$ cat src/rtl/output_pipe_pkg.sv
// Shared constants, state encoding and lane helper for the output pipeline.
package output_pipe_pkg;

   localparam int unsigned DATA_W      = 8;
   localparam int unsigned WORD_W      = 128;
   localparam int unsigned ADDR_W      = 16;
   localparam int unsigned INDEX_W     = ADDR_W - 1;
   localparam int unsigned LANES       = WORD_W / DATA_W;
   localparam int unsigned LANE_W      = $clog2(LANES);
   localparam int unsigned FRAME_WORDS = 19200;

   typedef enum logic [1:0] {
      ST_IDLE,
      ST_PACK,
      ST_DONE
   } state_t;

   // Bit offset of a byte lane inside the packed word.
   function automatic int unsigned lane_slice(input logic [LANE_W-1:0] lane);
      return int'(lane) * DATA_W;
   endfunction

endpackage

$ cat src/rtl/byte_lane_packer.sv
// Packs incoming bytes into a 16-lane word; lane 0 is the first byte of each word.
module byte_lane_packer
   import output_pipe_pkg::*;
(
   input  logic              clock,
   input  logic              clear,
   input  logic              valid,
   input  logic [DATA_W-1:0] byte_in,
   output logic [WORD_W-1:0] word_out,
   output logic              word_full
);

   logic [LANE_W-1:0] lane;
   logic [WORD_W-1:0] word_q;

   // Lane counter: restarts on clear, advances once per accepted byte.
   always_ff @(posedge clock) begin
      if (clear) begin
         lane <= '0;
      end else if (valid) begin
         lane <= lane + LANE_W'(1);
      end
   end

   // Lane storage.
   // NOTE: the data register has no reset; every lane is rewritten before a word can complete, so only the counter needs clearing.
   always_ff @(posedge clock) begin
      if (valid && !clear) begin
         word_q[lane_slice(lane) +: DATA_W] <= byte_in;
      end
   end

   // The word as it will look after this edge, so the last byte is included in the same cycle it arrives.
   always_comb begin
      word_out = word_q;
      word_out[lane_slice(lane) +: DATA_W] = byte_in;
   end

   assign word_full = valid && !clear && (lane == LANE_W'(LANES - 1));

endmodule

$ cat src/rtl/output_store_mem.sv
// Write-side stage: packs the byte stream into 128-bit words and strobes them into
// frame memory at {buffer select, word index}; flags Done once a full frame is stored.
module output_store_mem #(
   parameter int unsigned FRAME_WORDS = output_pipe_pkg::FRAME_WORDS
) (
   input  logic                                clock,
   input  logic                                reset,
   input  logic                                start,
   input  logic                                output_base_offset,
   input  logic                                byte_valid,
   input  logic [output_pipe_pkg::DATA_W-1:0]  byte_in,
   output logic [output_pipe_pkg::ADDR_W-1:0]  WriteAddress,
   output logic [output_pipe_pkg::WORD_W-1:0]  WriteBus,
   output logic                                WriteEnable,
   output logic                                Busy,
   output logic                                Done
);

   import output_pipe_pkg::*;

   localparam logic [INDEX_W-1:0] LAST_INDEX = INDEX_W'(FRAME_WORDS - 1);

   state_t              state;
   logic                base;
   logic [INDEX_W-1:0]  index;
   logic                final_pending;  // last word of the frame has been strobed
   logic                pack_clear;
   logic                pack_valid;
   logic [WORD_W-1:0]   pack_word;
   logic                pack_full;

   // Packer only runs while a frame is active and the last word is not yet out;
   // leaving PACK (abort, reset or done) discards any partial word.
   assign pack_clear = reset || (state != ST_PACK) || !start;
   assign pack_valid = byte_valid && !final_pending;

   byte_lane_packer u_packer (
      .clock     (clock),
      .clear     (pack_clear),
      .valid     (pack_valid),
      .byte_in   (byte_in),
      .word_out  (pack_word),
      .word_full (pack_full)
   );

   // Frame FSM with index counter and registered write port.
   // NOTE: all state and outputs live in one clocked block using non-blocking assignments, so every output is a clean flop.
   always_ff @(posedge clock) begin
      if (reset) begin
         state         <= ST_IDLE;
         base          <= 1'b0;
         index         <= '0;
         final_pending <= 1'b0;
         WriteAddress  <= '0;
         WriteBus      <= '0;
         WriteEnable   <= 1'b0;
         Busy          <= 1'b0;
         Done          <= 1'b0;
      end else begin
         WriteEnable   <= 1'b0;
         final_pending <= 1'b0;
         case (state)
            ST_IDLE: begin
               if (start) begin
                  state <= ST_PACK;
                  base  <= output_base_offset;
                  index <= '0;
                  Busy  <= 1'b1;
                  Done  <= 1'b0;
               end
            end
            ST_PACK: begin
               if (!start) begin
                  state <= ST_IDLE;
                  Busy  <= 1'b0;
               end else if (final_pending) begin
                  state <= ST_DONE;
                  Busy  <= 1'b0;
                  Done  <= 1'b1;
               end else if (pack_full) begin
                  WriteEnable  <= 1'b1;
                  WriteBus     <= pack_word;
                  WriteAddress <= {base, index};
                  if (index == LAST_INDEX) begin
                     final_pending <= 1'b1;
                  end else begin
                     index <= index + INDEX_W'(1);
                  end
               end
            end
            ST_DONE: begin
               if (!start) begin
                  state <= ST_IDLE;
                  Done  <= 1'b0;
               end
            end
            default: begin
               state <= ST_IDLE;
               Busy  <= 1'b0;
               Done  <= 1'b0;
            end
         endcase
      end
   end

endmodule

$ cat config.mk
export PLATFORM = sky130hd
export DESIGN_NAME = output_store_mem
export DESIGN_NICKNAME = d
export VERILOG_FILES = /design/src/rtl/output_pipe_pkg.sv /design/src/rtl/byte_lane_packer.sv /design/src/rtl/output_store_mem.sv
export SDC_FILE = /design/constraint.sdc
export NUM_CORES = 1
export LEC_CHECK = 0
export ABC_AREA = 0
export BUFFER_PORTS_ARGS = -buffer_cell sky130_fd_sc_hd__buf_2
export CORE_MARGIN = 10
export CORE_UTILIZATION = 50
export CTS_CLUSTER_DIAMETER = 200
export DETAILED_ROUTE_END_ITERATION = 6
export GPL_TIMING_DRIVEN = 1
export PLACE_DENSITY = 0.73
export SYNTH_ARGS = -nofsm -noshare
export SYNTH_HDL_FRONTEND = slang
export SYNTH_SLANG_ARGS = --single-unit
$ cat constraint.sdc
create_clock -name clock -period 8 [get_ports clock]
set_clock_uncertainty 0.2 [all_clocks]
set_input_delay 1.6 -clock clock [delete_from_list [all_inputs] [get_ports clock]]
set_output_delay 1.6 -clock clock [all_outputs]
set_load 0.02 [all_outputs]
==> run_results.csv <==
group,metric,value,unit
power,vdd_ir_drop_max,0.1285,mV
layout,syn2layout_area_growth,16.33,%
sta,fin_crit,4.431,ns
placed_design,dp_hpwl,19080,um
clock_network,cts_setup_buffers,0,
yosys,syn-num-nets,1146,
die,start_util,50.50,%
die,num_rows,57,
route,drc_errors,0,
die,ios,160,
layout,diodes,0,
setup_path,cp-startpoint,"reset",
power,p_leak,5.127,nW
global_routing,antenna_found_initial,0,
sta,slew_headroom,19.77,%
setup_path,worstReg2RegStart,"u_packer.lane[0]",
sta,finalHoldViolCount,0,
die,die_area,0.03107,sq mm
placed_design,gp_congestion,0.8224,
clock_network,postCtsHoldBufs,0,
global_routing,track_usage,18.00,%
sta,maxSlewViolCount,0,
layout,fin_nets,1281,
yosys,synthDistinctLibCells,46,
die,die_h,176.3,um
setup_path,cp-end-kind,"register",
setup_path,cpPeakStageDelay,0.82,ns
power,p_per_area,209.8,mW/mm^2
sta,rsz0062_at_grt,"false",
sta,fin_setup_tns,0,ns
setup_path,cp_max_fo,80,
setup_path,path_class,"input pin to register",
yosys,synth_seq_area_share,59.35,%
clock_network,path_clk_slew,0.06,ns
status,outcome,"complete, no violations",
route,drt_iter0_markers,751,
setup_path,worstPathArrival,4.70,ns
route,vias,8677,
global_routing,grt_max_degree,103,
clock_network,clk_latency,0.54,ns
yosys,syn-instance-count,1129,
die,core_area,0.02418,sq mm
yosys,yosys_warnings,0,
clock_network,clkSinkCount,298,
die,dieWidth,176.3,um
global_routing,grt_pass1_wl,46040,um
route,routed_wl,29020,um
clock_network,h-tree-depth,1,
yosys,yosysTopAreaCellShare,31.48,%
clock_network,tritoncts,"yes",
job,maxCapViolCount,0,
layout,drive_above_1_share,27.29,%
placed_design,dpl_worst_slack,3.004,ns
yosys,yosysTopAreaCell,"edfxtp_1",
yosys,synth-edff-count,128,
yosys,synth-main-ff-cell,"dfxtp_1",
sta,worst_slack,3.569,ns
route,dr.pass1.iters,5,
setup_path,cpMostUsedCell,"buf_4",
placed_design,io_buffers,159,
route,wl_per_cell,18.03,um
clock_network,root_buffer,"clkbuf_16",
sta,setup_viol,0,
sta,fin_crit_sh,55.39,%
setup_path,crit_chain,"buf_4 > nand4bb_1 > or3_4 > buf_4 > o21a_1 > o21ai_0 > a21oi_1",
sta,tightest_slew,1.201,ns
yosys,ys_ff_latch,298,
worst_hold_path,hold_start,"WriteAddress[8]",
global_routing,grt_pass1_vias,8391,
setup_path,crit_path_top_delay_cell,"or3_4",
yosys,syn_area,0.01221,sq mm
yosys,ys_async_sr_fraction,0,%
global_routing,overflow,0,
clock_network,clk_path_buf_depth,3,
clock_network,numCtsBuffers,29,
worst_hold_path,hold_class,"register to register",
setup_path,worstPathRequired,8.26,ns
yosys,synth_area_per_cell,10.82,sq um
clock_network,cts_resized,0,
route,vias_per_cell,5.389,
sta,timing.fmax,225.7,MHz
route,final_antenna_net_count,0,
yosys,synthTopCellsByArea,"edfxtp_1, dfxtp_1, mux2_2, nor2_1, o21a_1",
setup_path,critPathLaunchType,"input pin",
layout,final_cell_mix,"nor2_1, dfxtp_1, buf_2, edfxtp_1, mux2_2",
layout,final_common_cell,"nor2_1",
==> per-layer routing <==
metal / share of wire [%] / wire length [um] / track usage, % / up-vias
met5: 0 / 0 / 0 / -
met4: 1.5 / 448 / 3.850 / 0
met3: 7.8 / 2258 / 4.699 / 40
met2: 47 / 13550 / 29.04 / 238
met1: 44 / 12760 / 23.91 / 4221
li1: - / - / - / 4178
==> report_power, final <==
part	internal, mW	total [mW]	switching (mW)	leakage, nW
combinational	0.0116	0.0478	0.0362	2.34
clock	0.788	1.35	0.561	0.457
sequential	1.58	1.58	0.00249	2.33
==> metrics by stage <==
step           total power, mW  cells  utilization [%]  hold WS, ns  instance area (sq um)
6_report                 2.980   1610            58.75       0.2460                  14200
2_1_floorplan            1.649   1129                -       0.2329                  12210
3_5_place_dp             1.664   1557            54.87       0.2415                  13270
3_3_place_gp             1.664   1557            54.87       0.2372                  13270
5_1_grt                  3.065   1610            58.75       0.2629                  14200
4_1_cts                  3.005   1610            58.73       0.2501                  14200
==> worst paths after layout <==
check | cells after the start | slack, ns | endpoint
hold / removal | 2 | 0.25 | WriteAddress[8]
setup reg to reg | 6 | 4.03 | WriteBus[57]
setup / recovery | 7 | 3.57 | index[0]
hold reg to reg | 2 | 0.25 | WriteAddress[8]
==> cell usage after synthesis (2+ instances only) <==
library cell and count:
o21a_1 82, buf_1 11, dfxtp_1 170, nor4_2 3, nor2b_1 4, xnor2_1 11
or3_1 4, nand2b_1 12, nor3b_1 13, and3_1 9, or2_2 2, o21ai_0 7
nand4_1 4, nand3_1 10, o2111ai_2 2, clkbuf_1 50, a21oi_1 26, inv_1 12
edfxtp_1 128, nor3_1 52, nor2_1 292, and4_1 2, mux2i_1 8, nand4b_1 2
and2_1 3, mux2_2 121, nor4_1 10, nand2_1 50, buf_2 7, xor2_1 3
ha_1 4
==> registers in the layout, indices dropped and copies added, names as in the netlist <==
| register | count |
|---|---|
| Busy | 1 |
| Done | 1 |
| WriteAddress | 16 |
| WriteBus | 128 |
| WriteEnable | 1 |
| base | 1 |
| final_pending | 1 |
| index | 15 |
| state | 2 |
| u_packer.lane | 4 |
| u_packer.word_q | 128 |
==> cells by family after synthesis <==
group / Yosys count / synth area share (%)
XOR/XNOR: 14 / 1.004
adder cells (fa/ha/maj): 4 / 0.4099
AO/OA/AOI/OAI: 123 / 7.275
buffers and inverters: 81 / 2.623
flip-flops: 298 / 59.35
multiplexers: 129 / 11.81
AND/OR/NAND/NOR: 480 / 17.52
==> critical path: cells and delay by family <==
family,cells,cell delay [ns]
AO/OA/AOI/OAI,3,0.44
AND/OR/NAND/NOR,2,1.32
buffers and inverters,2,1.23
==> final cells by class <==
| class | count | area, sq um |
|---|---|---|
| fill | 2041 | 9972 |
| sequential | 298 | 7247 |
| multi-input combinational | 750 | 4669 |
| timing repair buffer | 173 | 903.4 |
| clock buffer | 39 | 793.3 |
| tap | 324 | 405.4 |
| clock inverter | 14 | 141.4 |
| inverter | 12 | 45.04 |
(Power assumes the default switching activity.)
